File: src/rtl/max_pool_seq.sv
// Max pooling sequencer: streams NUM_DATA-wide beats through an external
// combinational max tree and folds each tree result into a running maximum.
// After a configured number of beats it presents one pooled value on a
// valid/ready output.
module max_pool_seq #(
  parameter int unsigned DATA_WIDTH = 8,
  parameter int unsigned NUM_DATA   = 16,
  parameter int unsigned MAX_BEATS  = 64,
  parameter int unsigned CNT_WIDTH  = 7
) (
  input  logic                           clk,
  input  logic                           reset,
  input  logic                           start,
  input  logic [CNT_WIDTH-1:0]           cfg_num_beats,
  output logic                           cfg_err,
  output logic                           busy,
  input  logic                           abort,
  input  logic                           in_valid,
  output logic                           in_ready,
  input  logic [DATA_WIDTH*NUM_DATA-1:0] in_data,
  output logic [DATA_WIDTH*NUM_DATA-1:0] tree_data,
  input  logic [DATA_WIDTH-1:0]          tree_max,
  output logic                           out_valid,
  input  logic                           out_ready,
  output logic [DATA_WIDTH-1:0]          out_data
);

  localparam logic [CNT_WIDTH-1:0] MaxBeats = CNT_WIDTH'(MAX_BEATS);

  typedef enum logic [1:0] {
    StIdle,
    StRun,
    StDone
  } state_e;

  state_e                state_q, state_d;
  logic [DATA_WIDTH-1:0] acc_q, acc_d;
  logic [CNT_WIDTH-1:0]  cnt_q, cnt_d;
  logic [CNT_WIDTH-1:0]  len_q, len_d;
  logic                  cfg_err_q, cfg_err_d;
  logic                  len_legal;

  assign len_legal = (cfg_num_beats != '0) && (cfg_num_beats <= MaxBeats);

  // Next-state: window setup, per-beat fold and result handoff; abort wins over everything.
  always_comb begin
    state_d   = state_q;
    acc_d     = acc_q;
    cnt_d     = cnt_q;
    len_d     = len_q;
    cfg_err_d = 1'b0;
    unique case (state_q)
      StIdle: begin
        if (!abort && start) begin
          if (len_legal) begin
            len_d   = cfg_num_beats;
            cnt_d   = '0;
            acc_d   = '0;
            state_d = StRun;
          end else begin
            cfg_err_d = 1'b1;
          end
        end
      end
      StRun: begin
        if (abort) begin
          state_d = StIdle;
        end else if (in_valid) begin
          // First beat seeds the accumulator; equal values leave it untouched.
          if (cnt_q == '0 || tree_max > acc_q) begin
            acc_d = tree_max;
          end
          cnt_d = cnt_q + CNT_WIDTH'(1);
          if (cnt_q == len_q - CNT_WIDTH'(1)) begin
            state_d = StDone;
          end
        end
      end
      StDone: begin
        if (abort || out_ready) begin
          state_d = StIdle;
        end
      end
      default: state_d = StIdle;
    endcase
  end

  // State registers with synchronous active-low reset.
  always_ff @(posedge clk) begin
    if (!reset) begin
      state_q   <= StIdle;
      acc_q     <= '0;
      cnt_q     <= '0;
      len_q     <= '0;
      cfg_err_q <= 1'b0;
    end else begin
      state_q   <= state_d;
      acc_q     <= acc_d;
      cnt_q     <= cnt_d;
      len_q     <= len_d;
      cfg_err_q <= cfg_err_d;
    end
  end

  assign tree_data = in_data;
  assign in_ready  = (state_q == StRun);
  assign out_valid = (state_q == StDone);
  assign busy      = (state_q == StRun) || (state_q == StDone);
  assign out_data  = out_valid ? acc_q : '0;
  assign cfg_err   = cfg_err_q;

endmodule

File: config.mk
export PLATFORM = sky130hd
export DESIGN_NAME = max_pool_seq
export DESIGN_NICKNAME = d
export VERILOG_FILES = /design/src/rtl/max_pool_seq.sv
export SDC_FILE = /design/constraint.sdc
export NUM_CORES = 1
export LEC_CHECK = 0
export CAP_MARGIN = 20
export CORE_AREA = 2 2 113 115
export DETAILED_ROUTE_END_ITERATION = 7
export DIE_AREA = 0 0 115 117
export HOLD_SLACK_MARGIN = 0.15
export PLACE_DENSITY = 0.65
export SETUP_SLACK_MARGIN = 0.05
export SYNTH_ARGS = -nofsm -noshare
export SYNTH_HDL_FRONTEND = slang
export SYNTH_SLANG_ARGS = --single-unit
File: constraint.sdc
create_clock -name clk -period 3.7 [get_ports clk]
set_input_delay 0.555 -clock clk [delete_from_list [all_inputs] [get_ports clk]]
set_output_delay 0.555 -clock clk [all_outputs]
set_load 0.05 [all_outputs]
==> flow_summary.ini <==
[synthesis]
ys_seq_elements = 25
synth_top_area_share = 0.360
synth_compound_area_frac = 0.0936
synth-main-ff-cell = dfxtp_1
synth-async-reset-ratio = 0
synth_warnings = 0
yosysUniqueCellTypes = 43
synth-seq-area-share = 0.187
yosysMostFrequentCell = buf_4
syn_avg_cell_area_sq_um = 8.10
synth_xor_area_frac = 0.0393
synth_area_leaders = buf_4, dfxtp_1, ha_1
synthAdderAreaFrac = 0.0655
synthMuxAreaShare = 0.0562
yosys-top-cells-count = buf_4, dfxtp_1, nand2_1
synthSimpleGateAreaFrac = 0.162
syn_nets = 493
yosysTopAreaCell = buf_4
synthCells = 330
syn-cell-area_sq_um = 2670
synth_top_family_by_area = buffers and inverters
synth_edf_count = 0

[clocking]
clock_path_buffers = 2
hold_buffers = 0
htreeDepth = 1
postCtsSetupBuffers = 0
cts_tree = done
cts_buffers = 3
cts_root_buf = clkbuf_16
cts_sinks = 25
clkTransAtPathRegs_ns = 0.07
cts_resized = 0
insertion_delay_ns = 0.26

[final_layout]
final_nets = 396
syn_to_final_growth_pct = -15.0
fillers = 1391
stdcell_count = 382
diodes = 0
drive_gt1_frac = 0.0560

[sta]
post-route-period-util = 0.753
worst_hold_slack_ns = 0.507
hold_viol_final = 0
max_freq_ghz = 0.359
fin_skew_ns = 0.00575
drv_slew = 0
slew_headroom = 0.530
tightestPinTransition_ns = 0.705
fin_tns_setup_ns = 0
period_needed_ns = 2.78
rsz0062_at_grt = no
setup_violations = 0

[global_routing]
grt_max_degree = 22
grt-ovfl-total = 0
grt_use_total = 0.0777
first_global_vias = 1658
antenna_found_initial = 0
grt_pass1_wl_microns = 8280

[setup_path]
end_kind = register
timing.critical_path.from = cfg_num_beats[0]
ff2ff_path_depth = 7
crit_slowest_cell = or4_4
worst-path-max-fanout = 9
arrival_ns = 2.97
max_stage_delay_ns = 0.56
crit_required_ns = 3.88
worst_setup_path_start_kind = primary input
path_class = primary input to register
r2r-start = state_q[1]
path_cells = clkdlybuf4s50_1 > or4_4 > o31ai_2 > a31o_1 > o211ai_4 > or2_2 > a21boi_0
r2r_end = acc_q[0]
endpoint = acc_q[0]
r2r_setup_slack_ns = 1.02

[power_and_ir_drop]
fin_total_pwr_uw = 771
leakagePower_nw = 0.839
p_comb_frac = 0.306
seqPwrFrac = 0.376
p_clk_frac = 0.318
p_int_uw = 522
p_switching_uw = 249
pwr_density_cell_nw_per_um2 = 339
vdd_ir_drop_max_v = 0.000202
p_sw_frac = 0.323

[min_path]
min_path_type = register to register

[placement]
place.gp.congestion = 0.881
port_buffers = 32
place_inst = 378
dp_hpwl_microns = 4490

[flow_run]
maxCapViolCount = 0

[route]
wl_microns = 5500
ant_nets = 0
drtPass1Iterations = 4
vias_per_cell = 4.23
drc = 0
drt-wirelength-per-cell_microns = 14.4
drt_iter0_drc = 111
vias = 1614

[floorplanning]
core.rowCount = 41
die_x_microns = 115
die_area_sq_um = 13500
io_pins = 289
core_sq_um = 12300
initial_core_util = 0.217
die_height_microns = 117

[status]
status = finished, final reports clean
[logic make-up (layout without fill, tap and decap cells)]
kind of cell | after synthesis | after routing
multiplexers | 15 | 15
adder cells (fa/ha/maj) | 14 | 14
AND/OR/NAND/NOR | 78 | 78
flip-flops | 25 | 25
AO/OA/AOI/OAI | 34 | 34
buffers and inverters | 152 | 54
XOR/XNOR | 12 | 12
[sequential cells by signal, summed over array words and instances (netlist names)]
register / cells
len_q: 7
cfg_err: 1
acc_q: 8
state_q: 2
cnt_q: 7
[layout make-up]
type	instances	area (sq um)	area share
Inverter	18	67.6	0.0297
Clock inverter	1	7.51	0.00330
Multi-Input combinational cell	153	1110	0.490
Timing Repair Buffer	32	320	0.141
Tap cell	150	188	0.0826
Clock buffer	3	75.1	0.0330
Sequential cell	25	500	0.220
[layer usage]
layer | part of all wire | global-route usage
met3 | 0.096 | 0.0278
met1 | 0.38 | 0.0798
met4 | 0.064 | 0.0490
met2 | 0.46 | 0.135
met5 | 0 | 0
[critical path: cells and delay by family]
kind            cells  cell delay [ns]
buf+inv             1             0.42
simple gates        2             0.91
compound gates      4             1.07
[power groups by stage]
stage / clock (mW) / sequential [mW] / combinational (mW)
6_report: 0.245 / 0.290 / 0.236
5_1_grt: 0.263 / 0.292 / 0.259
4_1_cts: 0.251 / 0.290 / 0.238
3_5_place_dp: 0 / 0.296 / 0.237
3_3_place_gp: 0 / 0.296 / 0.230
2_1_floorplan: 0 / 0.295 / 0.544
[layout by cell type (no fill, tap or decap), types with 2 or more instances in the layout]
cell type and instances:
a21oi_1 8, mux2i_1 15, nor2b_1 8, a31oi_1 2
and2_1 16, o31ai_1 2, clkbuf_16 3, ha_1 14
nand3_1 3, nand4_1 6, dfxtp_1 25, nor2_1 9
nand2_1 20, inv_1 18, nor3_1 3, a21boi_0 3
or2b_2 2, or4_4 2, xor2_1 10, clkdlybuf4s50_1 32
xnor2_1 2, o21ai_0 7, o2111ai_1 2
[worst min path at each step]
| stage | from | slack (ns) | end | depth (start not counted) |
|---|---|---|---|---|
| after detailed placement | state_q[0] | 0.50 | state_q[0] | 2 |
| after CTS | state_q[0] | 0.52 | state_q[0] | 2 |
| final | state_q[0] | 0.51 | state_q[0] | 2 |
| after global placement | state_q[0] | 0.47 | state_q[0] | 2 |
| after global routing | acc_q[0] | 0.55 | acc_q[0] | 2 |
| after floorplan | acc_q[0] | 0.45 | acc_q[0] | 2 |
[per-stage QoR]
step	worst slack (ns)	cell area, sq um	util
floorplan	1.30	2670	-
global placement	0.752	2190	0.178
detailed placement	0.660	2190	0.178
CTS	0.927	2270	0.185
global route	0.787	2270	0.185
finish	0.916	2270	0.185
Power figures use the tool's default switching activity.
